$ cat src/rtl/ffdiv_pkg.sv
// Shared definitions for the binary32 divider front end and datapath.
package ffdiv_pkg;

  localparam int unsigned OPERAND_WIDTH     = 32;
  localparam int unsigned SIGNIFICAND_WIDTH = 24;
  localparam int unsigned FRAC_WIDTH        = 23;
  localparam int unsigned EXP_WIDTH         = 8;
  localparam int unsigned UNB_EXP_WIDTH     = 10;
  localparam int unsigned EXP_BIAS          = 127;

  localparam logic signed [UNB_EXP_WIDTH-1:0] NORM_EXP_MIN   = -10'sd126;
  localparam logic signed [UNB_EXP_WIDTH-1:0] DENORM_EXP_MIN = -10'sd149;

  localparam logic [OPERAND_WIDTH-1:0] QNAN_MASK = 32'h0040_0000;

  typedef enum logic [2:0] {
    CLS_NORM,
    CLS_DENORM,
    CLS_ZERO,
    CLS_INF,
    CLS_NAN
  } op_class_e;

  typedef enum logic [1:0] {
    ST_IDLE,
    ST_CLASSIFY,
    ST_NORMALIZE,
    ST_HOLD
  } dec_state_e;

  // Operand class from the raw exponent and fraction fields.
  function automatic op_class_e classify(input logic [EXP_WIDTH-1:0]  exp_f,
                                         input logic [FRAC_WIDTH-1:0] frac_f);
    op_class_e c;
    if (exp_f == '1)      c = (frac_f != '0) ? CLS_NAN : CLS_INF;
    else if (exp_f == '0) c = (frac_f != '0) ? CLS_DENORM : CLS_ZERO;
    else                  c = CLS_NORM;
    return c;
  endfunction

endpackage

$ cat src/rtl/ffdiv_operand_unpack.sv
// One operand: raw capture, field classification and bit-serial normalization.
module ffdiv_operand_unpack
  import ffdiv_pkg::*;
(
  input  logic                          clk,
  input  logic                          rst,
  input  logic                          capture,
  input  logic                          load,
  input  logic                          shift,
  input  logic [OPERAND_WIDTH-1:0]      raw_in,
  output logic [OPERAND_WIDTH-1:0]      raw,
  output op_class_e                     cls_c,
  output logic                          done_next_c,
  output logic                          sign,
  output logic [UNB_EXP_WIDTH-1:0]      unb_exp,
  output logic [SIGNIFICAND_WIDTH-1:0]  sgfnd,
  output logic                          is_norm,
  output logic                          is_denorm
);

  logic [EXP_WIDTH-1:0]         exp_f;
  logic [FRAC_WIDTH-1:0]        frac_f;
  logic [SIGNIFICAND_WIDTH-1:0] sgfnd_load_c;
  logic [UNB_EXP_WIDTH-1:0]     exp_load_c;
  logic                         done_c;

  assign exp_f  = raw[30:23];
  assign frac_f = raw[22:0];
  assign cls_c  = classify(exp_f, frac_f);

  // Only denormals ever need shifting; everything else is done on load.
  assign done_c      = sgfnd[SIGNIFICAND_WIDTH-1] | ~is_denorm;
  assign done_next_c = done_c | sgfnd[SIGNIFICAND_WIDTH-2];

  // Decoded fields to be loaded from the captured operand.
  always_comb begin
    sgfnd_load_c = {1'b0, frac_f};
    exp_load_c   = '0;
    case (cls_c)
      CLS_NORM: begin
        sgfnd_load_c = {1'b1, frac_f};
        exp_load_c   = UNB_EXP_WIDTH'(exp_f) - UNB_EXP_WIDTH'(EXP_BIAS);
      end
      CLS_DENORM: exp_load_c = NORM_EXP_MIN;
      default: ;
    endcase
  end

  // Raw operand register, written on capture.
  always_ff @(posedge clk or posedge rst) begin
    if (rst)          raw <= '0;
    else if (capture) raw <= raw_in;
  end

  // Decoded field registers: load after classify, shift while normalizing.
  always_ff @(posedge clk or posedge rst) begin
    if (rst) begin
      sign      <= 1'b0;
      unb_exp   <= '0;
      sgfnd     <= '0;
      is_norm   <= 1'b0;
      is_denorm <= 1'b0;
    end else if (load) begin
      sign      <= raw[OPERAND_WIDTH-1];
      unb_exp   <= exp_load_c;
      sgfnd     <= sgfnd_load_c;
      is_norm   <= (cls_c == CLS_NORM);
      is_denorm <= (cls_c == CLS_DENORM);
    end else if (shift && !done_c) begin
      sgfnd   <= {sgfnd[SIGNIFICAND_WIDTH-2:0], 1'b0};
      unb_exp <= unb_exp - UNB_EXP_WIDTH'(1);
    end
  end

endmodule

$ cat src/rtl/ffdiv_operand_decoder.sv
// Divider front end: operand FSM, special-result resolution and HOLD handshake.
module ffdiv_operand_decoder
  import ffdiv_pkg::*;
(
  input  logic                          clk,
  input  logic                          rst,
  input  logic                          en,
  input  logic                          start,
  input  logic [OPERAND_WIDTH-1:0]      a,
  input  logic [OPERAND_WIDTH-1:0]      b,
  input  logic                          div_ready,
  output logic                          busy,
  output logic                          dec_valid,
  output logic                          sign1,
  output logic                          sign2,
  output logic [UNB_EXP_WIDTH-1:0]      unb_exp1,
  output logic [UNB_EXP_WIDTH-1:0]      unb_exp2,
  output logic [SIGNIFICAND_WIDTH-1:0]  sgfnd1,
  output logic [SIGNIFICAND_WIDTH-1:0]  sgfnd2,
  output logic                          is_norm1,
  output logic                          is_norm2,
  output logic                          is_denorm1,
  output logic                          is_denorm2,
  output logic [OPERAND_WIDTH-1:0]      res_nan,
  output logic                          res_indet,
  output logic                          res_inf,
  output logic                          res_zero
);

  dec_state_e state, state_next;
  logic capture_c, load_c, shift_c;

  logic [OPERAND_WIDTH-1:0] raw1, raw2;
  op_class_e cls1_c, cls2_c;
  logic done_next1_c, done_next2_c;

  logic nan1_c, nan2_c, inf1_c, inf2_c, zero1_c, zero2_c, fnz1_c, fnz2_c;
  logic [OPERAND_WIDTH-1:0] res_nan_c;
  logic res_indet_c, res_inf_c, res_zero_c;

  ffdiv_operand_unpack u_op1 (
    .clk(clk), .rst(rst), .capture(capture_c), .load(load_c), .shift(shift_c),
    .raw_in(a), .raw(raw1), .cls_c(cls1_c), .done_next_c(done_next1_c),
    .sign(sign1), .unb_exp(unb_exp1), .sgfnd(sgfnd1),
    .is_norm(is_norm1), .is_denorm(is_denorm1)
  );

  ffdiv_operand_unpack u_op2 (
    .clk(clk), .rst(rst), .capture(capture_c), .load(load_c), .shift(shift_c),
    .raw_in(b), .raw(raw2), .cls_c(cls2_c), .done_next_c(done_next2_c),
    .sign(sign2), .unb_exp(unb_exp2), .sgfnd(sgfnd2),
    .is_norm(is_norm2), .is_denorm(is_denorm2)
  );

  // State register.
  always_ff @(posedge clk or posedge rst) begin
    if (rst) state <= ST_IDLE;
    else     state <= state_next;
  end

  // Next state and datapath strobes; nothing moves while en is low.
  always_comb begin
    state_next = state;
    capture_c  = 1'b0;
    load_c     = 1'b0;
    shift_c    = 1'b0;
    if (en) begin
      case (state)
        ST_IDLE: begin
          if (start) begin
            capture_c  = 1'b1;
            state_next = ST_CLASSIFY;
          end
        end
        ST_CLASSIFY: begin
          load_c     = 1'b1;
          state_next = (cls1_c == CLS_DENORM || cls2_c == CLS_DENORM) ?
                       ST_NORMALIZE : ST_HOLD;
        end
        ST_NORMALIZE: begin
          shift_c = 1'b1;
          if (done_next1_c && done_next2_c) state_next = ST_HOLD;
        end
        ST_HOLD: begin
          if (div_ready) state_next = ST_IDLE;
        end
        default: state_next = ST_IDLE;
      endcase
    end
  end

  assign nan1_c  = (cls1_c == CLS_NAN);
  assign nan2_c  = (cls2_c == CLS_NAN);
  assign inf1_c  = (cls1_c == CLS_INF);
  assign inf2_c  = (cls2_c == CLS_INF);
  assign zero1_c = (cls1_c == CLS_ZERO);
  assign zero2_c = (cls2_c == CLS_ZERO);
  assign fnz1_c  = (cls1_c == CLS_NORM) || (cls1_c == CLS_DENORM);
  assign fnz2_c  = (cls2_c == CLS_NORM) || (cls2_c == CLS_DENORM);

  // Special-result resolution: NaN, then indeterminate, infinity, zero.
  always_comb begin
    res_nan_c   = '0;
    res_indet_c = 1'b0;
    res_inf_c   = 1'b0;
    res_zero_c  = 1'b0;
    if (nan1_c)                                         res_nan_c   = raw1 | QNAN_MASK;
    else if (nan2_c)                                    res_nan_c   = raw2 | QNAN_MASK;
    else if ((zero1_c && zero2_c) || (inf1_c && inf2_c)) res_indet_c = 1'b1;
    else if (inf1_c || (fnz1_c && zero2_c))             res_inf_c   = 1'b1;
    else if (zero1_c || inf2_c)                         res_zero_c  = 1'b1;
  end

  // Registered special results, captured once per operand pair.
  always_ff @(posedge clk or posedge rst) begin
    if (rst) begin
      res_nan   <= '0;
      res_indet <= 1'b0;
      res_inf   <= 1'b0;
      res_zero  <= 1'b0;
    end else if (load_c) begin
      res_nan   <= res_nan_c;
      res_indet <= res_indet_c;
      res_inf   <= res_inf_c;
      res_zero  <= res_zero_c;
    end
  end

  // Handshake outputs: busy tracks the state, dec_valid follows HOLD a cycle later.
  always_ff @(posedge clk or posedge rst) begin
    if (rst) begin
      busy      <= 1'b0;
      dec_valid <= 1'b0;
    end else begin
      busy <= (state_next != ST_IDLE);
      if (en) dec_valid <= (state == ST_HOLD);
    end
  end

endmodule

$ cat config.mk
export PLATFORM = sky130hd
export DESIGN_NAME = ffdiv_operand_decoder
export DESIGN_NICKNAME = d
export VERILOG_FILES = /design/src/rtl/ffdiv_pkg.sv /design/src/rtl/ffdiv_operand_unpack.sv /design/src/rtl/ffdiv_operand_decoder.sv
export SDC_FILE = /design/constraint.sdc
export NUM_CORES = 1
export LEC_CHECK = 0
export CAP_MARGIN = 20
export CORE_MARGIN = 3
export CORE_UTILIZATION = 51
export CTS_BUF_LIST = sky130_fd_sc_hd__clkbuf_8 sky130_fd_sc_hd__clkbuf_16
export CTS_CLUSTER_SIZE = 24
export DETAILED_ROUTE_END_ITERATION = 10
export PLACE_DENSITY = 0.92
export SLEW_MARGIN = 30
export SYNTH_ARGS = -nofsm -noshare
export SYNTH_HDL_FRONTEND = slang
export SYNTH_SLANG_ARGS = --single-unit
$ cat constraint.sdc
create_clock -name clk -period 6.64 [get_ports clk]
set_clock_uncertainty 0.15 [all_clocks]
set_input_delay 0.996 -clock clk [delete_from_list [all_inputs] [get_ports clk]]
set_output_delay 0.996 -clock clk [all_outputs]
set_load 0.1 [all_outputs]
Yosys cells after proc, flatten, opt, wreduce, memory -nomap -nowiden
Cells that the tools add are included.

word-level totals
  register bits = 177
  latch bits = 0
  memory bits (writable) = 0
  ROM bits = 0
  input bits = 69
  output and inout port bits = 111
  logic and storage cells = 112
  memories = 0

operators by class
  add/subtract/negate cells = 4
  multiply operators = 0
  div/mod/pow operators = 0
  $lt $le $gt $ge = 0
  equality and inequality tests = 13
  shifts and indexed selects = 0
  mux-type cells = 47
  bitwise logic cells = 6
  reduce and logical (&&, ||, !) cells = 23

operator list
  operator                 number
  $mux W24                 6
  $mux W32                 2
  $reduce_bool A23 Y1      2
  $mux W10                 4
  $pmux W10 S2             2
  $mux W1                  20
  $sub A10 B1 Y10 const B  2
  $mux W3                  6
  $sub A8 B7 Y9 const B    2
  $eq A8 B8 Y1 const B     2
  $logic_not A8 Y1         2
  $eq A3 B2 Y1 const B     4
  $mux W2                  6
  $pmux W2 S4              1
  $eq A3 B1 Y1 const B     2
  $eq A3 B3 Y1 const B     2
  $logic_and A1 B1 Y1      6
  $logic_not A3 Y1         2
  $reduce_bool A2 Y1       3
  $logic_or A1 B1 Y1       5
  $eq A2 B2 Y1 const B     2
  $or A1 B1 Y1             4
  $eq A2 B1 Y1 const B     1
  $logic_not A1 Y1         2
  other kinds (2)          3

Logic depth before layout (Yosys ltp)
Gate-level depths: netlist of run 1.

  word-level depth = 12
  gate-level depth with buffers = 8
  gate-level depth less buffers = 7

Hierarchy
From an unflattened synthesis of run 1, not the netlist that was laid out.

unflattened totals
  cells, all modules = 805
  area, all modules = 8680.8 um^2

by module, submodules not included
  module                         times used  cells each  area each (um^2)  sequential area each (um^2)
  ffdiv_operand_unpack at u_op1  1           311         3419.5            1726.7
  ffdiv_operand_unpack at u_op2  1           301         3393.3            1726.7
  ffdiv_operand_decoder          1           193         1868.0            975.9

Worst setup path after synthesis of run 1
OpenSTA, ideal clock, no wires.

  path type = input -> register
  from = in en
  to = reg u_op2.raw[11]
  setup time = 0.125 ns
  arrival = 2.528 ns
  slack = 3.838 ns
  cell stages on the path = 4
  path buffers = 2
  cell sequence = clkbuf_1 -> nor4b_1 -> clkbuf_1 -> mux2_2

on the way
  cells in the longest elaborated chain, start to end = 1

ends and longest elaborated chain
  what                    RTL line                     text
  start: declaration      ffdiv_operand_decoder.sv:7   input logic en,
  $mux W1                 ffdiv_operand_decoder.sv:67  if (en) begin
  end signal: assignment  ffdiv_operand_unpack.sv:52   else if (capture) raw <= raw_in;
  end: declaration        ffdiv_operand_unpack.sv:11   output logic [OPERAND_WIDTH-1:0] raw,

Every way passes these cells.
A chain may end at the register's enable or synchronous reset.

Worst setup path in the final report of run 1
  from = in en
  to = reg res_nan[14]

on the way
  cells in the longest elaborated chain, start to end = 1

ends and longest elaborated chain
  what                    RTL line                      text
  $mux W1                 ffdiv_operand_decoder.sv:67
  end signal: assignment  ffdiv_operand_decoder.sv:122  res_nan <= res_nan_c;
  end: declaration        ffdiv_operand_decoder.sv:24   output logic [OPERAND_WIDTH-1:0] res_nan,

Every way passes these cells.

==> out/metrics.csv, run 1 <==
metric;value;unit
outcome;completed;
syn-cell-area;8070;µm²
grt_usage;25.6;%
clk_pin_slew;0.07;ns
synth_area_leaders;dfrtp_1 (55%), mux2_2 (6.0%), nand2_1 (5.0%);
drt_pre_antenna_iters;5;
cts-root-buf;clkbuf_16;
fin_crit;3.60;ns
fillCellCount;1090;
r2r_setup_slack;3.70;ns
slew_headroom;31.5;%
port_buffers;179;
critPathKind;in -> reg;
synth_fa_ha_area_share;0.930;%
critical_path.most_common_cell;buf_4;
endpoint_kind;flop;
fp.coreArea;15400;µm²
timing.fmax;278;MHz
drc;0;
rsz0062_at_grt;false;
synth_seq_cells;177;
critPathRequiredTime;6.80;ns
yosys.area_share.simple;15.9;%
timing.rr.end;res_nan[14]$_DFFE_PP0P_;
dpl.hpwl;15.5;mm
die_area;17400;µm²
worstMarginPinSlew;1.02;ns
synth_warnings;0;
grt.overflow.total;0;
cts-buffers-inserted;17;
drv_cap;0;
ios;180;
synth_edf_count;0;
critPathBufInv;3;
insertion_delay;0.43;ns
r2r-start;state[1]$_DFF_PP0_;
antenna_cells;0;
setup_violations;0;
cts_tree;done;
antenna_found_initial;0;
finalMaxSlewViolations;0;
final_nets;991;
cp.arrival;3.75;ns
cts-resized-gates;0;
yosysTopAreaCell;dfrtp_1;
row_count;45;
min_path_type;reg -> reg;
min_from;u_op2.sign$_DFFE_PP0P_;
dieHeight;132;µm
wire_per_inst;19.3;µm
reg2reg_depth;5;
chipWidth;132;µm
synth_compound_area_share;12.7;%
min_to;u_op2.sign$_DFFE_PP0P_;
synth_top_area_share;54.9;%
initial_core_util;52.5;%
drt_iter0_drc;707;
grt_max_degree;97;
post_drt_via_cell_ratio;5.86;
synth.avg_cell_area;10.8;µm²
netlist_instances;749;
hold_viol_final;0;
clockBufferDepth;2;
grt_pass1_wl;35.0;mm
clock-sinks;177;
drt_wl_total;22.0;mm
slowest_stage;buf_4;
cpLargestDelayFamily;buffers and inverters;
grt_pass1_vias;6438;
synth.distinct_cells;57;
max_stage_delay;0.62;ns
synthFlopType;dfrtp_1;
ys_async_sr_fraction;100;%
period_share;54.1;%
gp_congestion;0.898;
vias;6678;
fin_setup_tns;0;ns
ant_nets;0;
synth_top_family_by_area;simple AND/OR/NAND/NOR gates;
cts_setup_buffers;0;
htreeDepth;4;
critPathLaunchType;input port;
crit_chain;clkdlybuf4s50_1, nand2_1, or2_2, buf_4, nor2_1, buf_4, a221o_1;
hold_depth;2;
layout-drive-gt1-share;10.7;%
synthMuxAreaShare;11.0;%
area_delta_synth_final;31.8;%
synthesis.nets;824;
critical_path.max_fanout;66;
ys_seq_area_share;54.9;%
synth_xor_area_share;1.95;%
hold_buffers;0;
Yosys cell counts (6+ instances only):
cell / number
dfrtp_1: 177
nand2_1: 108
nor2_1: 54
mux2_2: 43
clkbuf_1: 37
o21ai_0: 37
and2_1: 26
a221o_1: 25
a31oi_1: 25
mux2i_1: 21
mux2_1: 17
o21a_1: 16
inv_1: 13
nand3_1: 13
a21oi_1: 11
nor4_1: 11
and3_1: 10
xnor2_1: 10
o22ai_1: 9
o21ai_1: 8
xor2_1: 8
ha_1: 6
cell families (layout without fill, tap and decap cells):
family | count (synthesis) | after routing
buffers and inverters | 56 | 236
AO/OA/AOI/OAI | 150 | 150
AND/OR/NAND/NOR | 261 | 261
XOR/XNOR | 18 | 18
adder cells (fa/ha/maj) | 6 | 6
flip-flops | 177 | 177
multiplexers | 81 | 81
cells in the final DEF, fill, tap and decap left out, types with 11 or more instances in the layout:
cell             netlist  final
clkdlybuf4s50_1        0    178
dfrtp_1              177    177
nand2_1              108    108
nor2_1                54     53
mux2_2                43     43
o21ai_0               37     37
and2_1                26     26
a31oi_1               25     25
a221o_1               25     25
mux2i_1               21     21
mux2_1                17     17
clkbuf_16              0     17
o21a_1                16     16
inv_1                 13     15
nand3_1               13     13
nor4_1                11     11
a21oi_1               11     11
area by class of cell:
class	instances	area, µm²	area share [%]
inverter	13	53.8	0.506
timing repair buffer	191	1880	17.7
multi-input combinational	516	3450	32.5
clock buffer	18	439	4.13
clock inverter	14	114	1.07
sequential	177	4430	41.6
tap	211	264	2.48
layer usage:
metal | track usage (%) | vias up | part of all wire (%)
met4 | 8.05 | 0 | 2.5
met1 | 33.7 | 3245 | 41
met5 | 0 | - | 0
li1 | - | 3015 | -
met3 | 7.52 | 52 | 9.0
met2 | 41.1 | 366 | 48
sequential cells by signal (all words and copies together), names as in the netlist, 2 cells and up:
register       cells
u_op2.sgfnd       24
u_op1.sgfnd       24
u_op1.unb_exp     10
u_op2.unb_exp     10
u_op2.raw         32
u_op1.raw         32
res_nan           32
state              2
per-stage QoR:
stage	utilization (%)	hold slack [ns]	area (µm²)	setup WS, ns	std cells
after floorplan	-	0.307	8070	0.692	749
after global placement	65.5	0.324	10100	2.73	1105
after detailed placement	65.6	0.319	10100	2.66	1108
after CTS	69.2	0.334	10600	3.11	1140
after global routing	69.2	0.370	10600	2.89	1140
final	69.2	0.339	10600	3.04	1140
worst min-delay path, stage by stage (launching register included):
cell	delay, ns
dfrtp_1	0.35
nand2_1	0.05
nand2_1	0.06
how the worst max path moves through the flow:
stage | startpoint | end | slack [ns] | depth (start not counted)
floorplan | rst | busy$_DFF_PP0_ | 0.69 | 1
CTS | en | res_nan[14]$_DFFE_PP0P_ | 3.11 | 7
detailed placement | en | res_nan[14]$_DFFE_PP0P_ | 2.66 | 7
finish | en | res_nan[14]$_DFFE_PP0P_ | 3.04 | 7
global route | en | res_nan[21]$_DFFE_PP0P_ | 2.89 | 7
global placement | en | res_nan[13]$_DFFE_PP0P_ | 2.73 | 5
Power of run 1 is left out: the tool's default activity adds up to more than one toggle a clock period on the data nets, which glitch-free logic cannot reach.
==> inputs of run 2 (changes only) <==
==> constraint.sdc (replaced) <==
create_clock -name clk -period 3.57 [get_ports clk]
set_clock_uncertainty 0.15 [all_clocks]
set_input_delay 0.5355 -clock clk [delete_from_list [all_inputs] [get_ports clk]]
set_output_delay 0.5355 -clock clk [all_outputs]
set_load 0.1 [all_outputs]
==> run 2 against run 1 <==
Net effect:
- design area is 0.80% higher
- count of clock-buffer cells in the layout unchanged
- routed wire length is 2.3% higher
- critical path depth is 6 lower
- setup slack worse by 2.2 ns
- die area did not move
- highest routed layer unchanged
==> out/metrics.csv, run 2 (synthesized netlist as in run 1, its figures left out) <==
metric;value;unit;change
outcome;completed;;unchanged
setup_violations;0;;unchanged
multi_input_area;3450;µm²;unchanged
cpLargestDelayFamily;buffers and inverters;;unchanged
antenna_cells;0;;unchanged
initial_core_util;52.5;%;unchanged
clk_pin_slew;0.07;ns;about the same
post_drt_via_cell_ratio;5.88;;was 5.86
timing.fmax;364;MHz;
grt_pass1_vias;6680;;was 6438
worstMarginPinSlew;1.03;ns;was 1.02 ns
cts-root-buf;clkbuf_16;;unchanged
drt_wl_total;22.5;mm;was 22.0 mm
fillCellCount;1086;;was 1090
critPathLaunchType;flop;;was input port
top_regs;res_nan (32), u_op1.raw (32), u_op2.raw (32);;unchanged
drt_pre_antenna_iters;5;;unchanged
final_cell_mix;dfrtp_1 (177), clkdlybuf4s50_1 (176), nand2_1 (108);;was clkdlybuf4s50_1 (178), dfrtp_1 (177), nand2_1 (108)
slowest_stage;clkdlybuf4s50_1;;was buf_4
hold_depth;2;;unchanged
min_path_type;reg -> reg;;unchanged
insertion_delay;0.44;ns;was 0.43 ns
endpoint_kind;output pin;;was flop
cp.arrival;2.06;ns;was 3.75 ns
drc;0;;unchanged
final_nets;991;;unchanged
cts-resized-gates;0;;unchanged
cts_setup_buffers;0;;unchanged
antenna_found_initial;0;;unchanged
chipWidth;132;µm;unchanged
area_delta_synth_final;32.8;%;was 31.8%
fin_crit;2.74;ns;
vias;6701;;was 6678
fp.coreArea;15400;µm²;unchanged
layout-drive-gt1-share;11.1;%;was 10.7%
clock-sinks;177;;unchanged
crit_chain;clkdlybuf4s50_1;;was clkdlybuf4s50_1, nand2_1, or2_2, buf_4, nor2_1, buf_4, a221o_1
finalMaxSlewViolations;0;;unchanged
ios;180;;unchanged
slew_headroom;30.9;%;was 31.5%
grt_max_degree;96;;was 97
critPathBufInv;1;;was 3
die_area;17400;µm²;unchanged
fin_setup_tns;0;ns;unchanged
ant_nets;0;;unchanged
regArea;4430;µm²;unchanged
max_stage_delay;1.17;ns;was 0.62 ns
final_common_cell;dfrtp_1;;was clkdlybuf4s50_1
dieHeight;132;µm;unchanged
critPathKind;reg -> out;;was in -> reg
hold_viol_final;0;;unchanged
cts_tree;done;;unchanged
reg2reg_depth;7;;was 5
drv_cap;0;;unchanged
gp_congestion;0.896;;was 0.898
port_buffers;179;;unchanged
critPathRequiredTime;2.88;ns;was 6.80 ns
clockBufferDepth;2;;unchanged
grt.overflow.total;0;;unchanged
cp_num_cells;1;;was 7
htreeDepth;4;;unchanged
period_share;76.9;%;
wire_per_inst;19.8;µm;was 19.3 µm
rsz0062_at_grt;false;;unchanged
row_count;45;;unchanged
grt_usage;26.1;%;was 25.6%
drt_iter0_drc;753;;was 707
grt_pass1_wl;36.1;mm;was 35.0 mm
hold_buffers;0;;unchanged
dpl.hpwl;15.6;mm;was 15.5 mm
critical_path.max_fanout;6;;was 66
cts-buffers-inserted;17;;unchanged
==> run 2: cell count changes in the layout (fill, tap and decap cells not counted), moves of 2 or more <==
cell / delta
buf_12: +3
buf_6: -2
bufinv_16: +2
clkdlybuf4s50_1: -2
inv_1: -2
inv_8: +2
==> run 2: final timing paths <==
kind	start	to	slack, ns
setup / recovery	u_op2.unb_exp[4]$_DFFE_PP0P_	unb_exp2[4]	0.83
hold / removal	u_op2.sign$_DFFE_PP0P_	u_op2.sign$_DFFE_PP0P_	0.34
setup reg to reg	u_op1.raw[24]$_DFFE_PP0P_	res_zero$_DFFE_PP0P_	0.92
hold reg to reg	u_op2.sign$_DFFE_PP0P_	u_op2.sign$_DFFE_PP0P_	0.34
max in group asynchronous	rst	u_op1.unb_exp[2]$_DFFE_PP0P_	2.40
min in group asynchronous	rst	u_op2.sgfnd[12]$_DFFE_PP0P_	0.43
==> run 2: tightest hold or removal path: stages (launching register included) <==
cell     delay (ns)
dfrtp_1        0.35
nand2_1        0.05
nand2_1        0.06
==> run 2: through the flow <==
| step | hold WS, ns | util (%) | area, µm² | setup WS, ns | cells |
|---|---|---|---|---|---|
| 6_report | 0.342 | 69.8 | 10700 | 0.825 | 1140 |
| 3_3_place_gp | 0.317 | 65.8 | 10100 | 0.657 | 1108 |
| 3_5_place_dp | 0.323 | 65.8 | 10100 | 0.595 | 1108 |
| 4_1_cts | 0.338 | 69.8 | 10700 | 0.824 | 1140 |
| 2_1_floorplan | 0.307 | - | 8080 | 0.618 | 749 |
| 5_1_grt | 0.371 | 69.8 | 10700 | 0.729 | 1140 |
==> run 2: routing by layer <==
layer	GRT usage, %	share of wire, %	vias to the layer above
met4	7.29	2.2	0
met3	6.91	7.8	49
met2	44.3	50	344
li1	-	-	3016
met1	33.3	40	3292
met5	0	0	-
==> run 2: layout make-up <==
type,count,share of cell area (%)
Sequential cell,177,41.3
Multi-Input combinational cell,516,32.2
Clock inverter,14,1.66
Tap cell,211,2.46
Inverter,13,0.490
Clock buffer,18,4.10
Timing Repair Buffer,191,17.8
Power of run 2 is left out for the same reason.
==> inputs of run 3 (changes only) <==
--- a/config.mk
+++ b/config.mk
@@ -7,11 +7,11 @@
 export LEC_CHECK = 0
 export CAP_MARGIN = 20
 export CORE_MARGIN = 3
-export CORE_UTILIZATION = 51
+export CORE_UTILIZATION = 46
 export CTS_BUF_LIST = sky130_fd_sc_hd__clkbuf_8 sky130_fd_sc_hd__clkbuf_16
 export CTS_CLUSTER_SIZE = 24
 export DETAILED_ROUTE_END_ITERATION = 10
-export PLACE_DENSITY = 0.92
+export PLACE_DENSITY = 0.88
 export SLEW_MARGIN = 30
 export SYNTH_ARGS = -nofsm -noshare
 export SYNTH_HDL_FRONTEND = slang
==> constraint.sdc (replaced) <==
create_clock -name clk -period 2.22 [get_ports clk]
set_clock_uncertainty 0.15 [all_clocks]
set_input_delay 0.333 -clock clk [delete_from_list [all_inputs] [get_ports clk]]
set_output_delay 0.333 -clock clk [all_outputs]
set_load 0.1 [all_outputs]
==> run 3 against run 2 <==
Net effect:
- the run now ends with negative setup slack left
- largest cell class unchanged
- sequential share of layout area is 2.8 points lower
- critical endpoint is now res_zero$_DFFE_PP0P_
- global-route usage shrank 0.75 points
- highest routed layer unchanged
- core utilization is 1.7 points lower
- critical path depth rose by 6
- first-iteration DRC count shrank 40%
- routed wire length rose by 9.2%
- count of clock-buffer cells in the layout did not move
- design area increased by 7.2%
- register-to-register slack worse by 1.1 ns
- non-clock buffer count is 87 higher
==> out/metrics.csv, run 3 (synthesized netlist as in run 1, its figures left out) <==
metric;value;unit;change
slew_headroom;69.6;%;was 30.9%
chipWidth;138;µm;was 132 µm
setup_slack;-0.189;ns;was 0.825 ns
drt_pre_antenna_iters;5;;unchanged
drc;0;;unchanged
antenna_found_initial;0;;unchanged
endpoint_kind;flop;;was output pin
clock-sinks;177;;unchanged
insertion_delay;0.43;ns;was 0.44 ns
antenna_cells;0;;unchanged
final_area;11500;µm²;was 10700 µm²
met2_usage;42.5;%;was 44.3%
wire_per_inst;19.9;µm;was 19.8 µm
dp_cells;1190;;was 1108
cp.arrival;2.60;ns;was 2.06 ns
post_drt_via_cell_ratio;5.65;;was 5.88
port_buffers;179;;unchanged
power.leakage;5.39;nW;
finalMaxSlewViolations;0;;unchanged
grt_usage;25.3;%;was 26.1%
grt_pass1_wl;38.7;mm;was 36.1 mm
fin_crit;2.41;ns;
setup_violations;33;;was 0
cts-root-buf;clkbuf_16;;unchanged
cts-buffers-inserted;17;;unchanged
area_delta_synth_final;42.4;%;was 32.8%
hold_buffers;0;;unchanged
period_share;109;%;
ant_nets;0;;unchanged
dpl.hpwl;17.1;mm;was 15.6 mm
gr-max-usage-layer;met2;;unchanged
layout-drive-gt1-share;32.1;%;was 11.1%
outcome;complete, but fails checks;;was completed
postPlaceCellArea;10500;µm²;was 10100 µm²
critPathRequiredTime;2.41;ns;was 2.88 ns
dieHeight;138;µm;was 132 µm
grt_max_degree;76;;was 96
ir_drop;0.00141;V;
gp_congestion;0.866;;was 0.896
drt_iter0_drc;451;;was 753
violations;negative setup slack;;
final_common_cell;buf_4;;was dfrtp_1
met3_usage;6.18;%;was 6.91%
drv_cap;0;;unchanged
clockBufferDepth;2;;unchanged
min_path_type;in -> async;;was reg -> reg
fin_setup_tns;-2.97;ns;was 0 ns
grt.overflow.total;0;;unchanged
instances_no_fill;1236;;was 1140
worstMarginPinSlew;0.454;ns;was 1.03 ns
vias;6986;;was 6701
dp_slack;-0.177;ns;was 0.595 ns
cts_tree;done;;unchanged
final_nets;1078;;was 991
critical_path.max_fanout;2;;was 6
hold_slack;0.0578;ns;was 0.342 ns
critPathLaunchType;flop;;unchanged
grt_pass1_vias;7030;;was 6680
grt_use_met1;33.3;%;about the same
final_cell_mix;buf_4 (188), dfrtp_1 (177), nand2_1 (108);;was dfrtp_1 (177), clkdlybuf4s50_1 (176), nand2_1 (108)
critPathKind;reg -> reg;;was reg -> out
fp.coreArea;16900;µm²;was 15400 µm²
die_area;19200;µm²;was 17400 µm²
hold_viol_final;0;;unchanged
top_regs;res_nan (32), u_op1.raw (32), u_op2.raw (32);;unchanged
htreeDepth;4;;unchanged
timing.fmax;415;MHz;
drt_wl_total;24.6;mm;was 22.5 mm
rsz0062_at_grt;true;;was false
p_per_area;1670;nW/µm²;
ios;180;;unchanged
row_count;47;;was 45
initial_core_util;47.8;%;was 52.5%
clk_pin_slew;0.07;ns;about the same
run 3: changes by cell type in the layout (fill, tap and decap cells not counted), sizes merged:
cell           delta
buf             +194
clkdlybuf4s50   -108
bufinv            -1
clkbuf            +1
clkinv            +1
run 3: what timing repair did:
action / CTS / global route
gates resized for setup: 16 / 27
setup endpoints to repair: 49 / 54
gates cloned: 3 / 0
pin swaps: 29 / 14
buffers inserted: 7 / 6
run 3: cell type report:
type | instances | area (µm²)
inverters | 13 | 52.6
well taps | 220 | 275
clock buffers | 18 | 439
multi-input cells | 516 | 3660
repair buffers | 278 | 2480
clock inverters | 14 | 154
fillers | 1219 | 5380
flip-flops and latches | 177 | 4430
run 3: worst paths after layout:
kind	end	cells past startpoint	slack [ns]	start
worst max-delay path	res_zero$_DFFE_PP0P_	7	-0.19	u_op1.raw[23]$_DFFE_PP0P_
worst min-delay path	u_op2.sgfnd[13]$_DFFE_PP0P_	2	0.06	rst
worst max register to register	res_zero$_DFFE_PP0P_	7	-0.19	u_op1.raw[23]$_DFFE_PP0P_
worst min register to register	res_nan[27]$_DFFE_PP0P_	1	0.34	res_nan[27]$_DFFE_PP0P_
max in group asynchronous	res_nan[27]$_DFFE_PP0P_	4	1.14	rst
min in group clk	u_op1.raw[27]$_DFFE_PP0P_	3	0.33	a[27]
run 3: worst max-delay path: stages, from the launching register on:
cell,delay (ns)
dfrtp_1,0.39
inv_2,0.08
ha_4,0.12
or4b_4,0.47
or4_4,0.44
or3_4,0.34
a21boi_2,0.16
o31ai_2,0.16
run 3: metal layers:
layer,part of all wire (%),wire length (µm),vias to the layer above
li1,-,-,3196
met1,41,10100,3476
met2,50,12300,282
met3,7.4,1830,32
met4,1.6,389,0
met5,0,0,-
run 3: through the flow:
| stage | power, mW | util, % |
|---|---|---|
| final | 19.2 | 68.1 |
| after global routing | 20.1 | 68.1 |
| after global placement | 15.6 | 62.4 |
| after floorplan | 12.8 | - |
| after detailed placement | 15.8 | 62.4 |
| after CTS | 19.0 | 67.1 |
run 3: report_power, final:
| part | leakage, nW | total (mW) | switching (mW) | internal (mW) |
|---|---|---|---|---|
| clock network | 0.295 | 3.04 | 1.33 | 1.71 |
| registers | 2.21 | 5.78 | 1.30 | 4.49 |
| logic | 2.88 | 10.4 | 7.39 | 3.02 |
No activity file was read; power rests on OpenSTA's default activity.
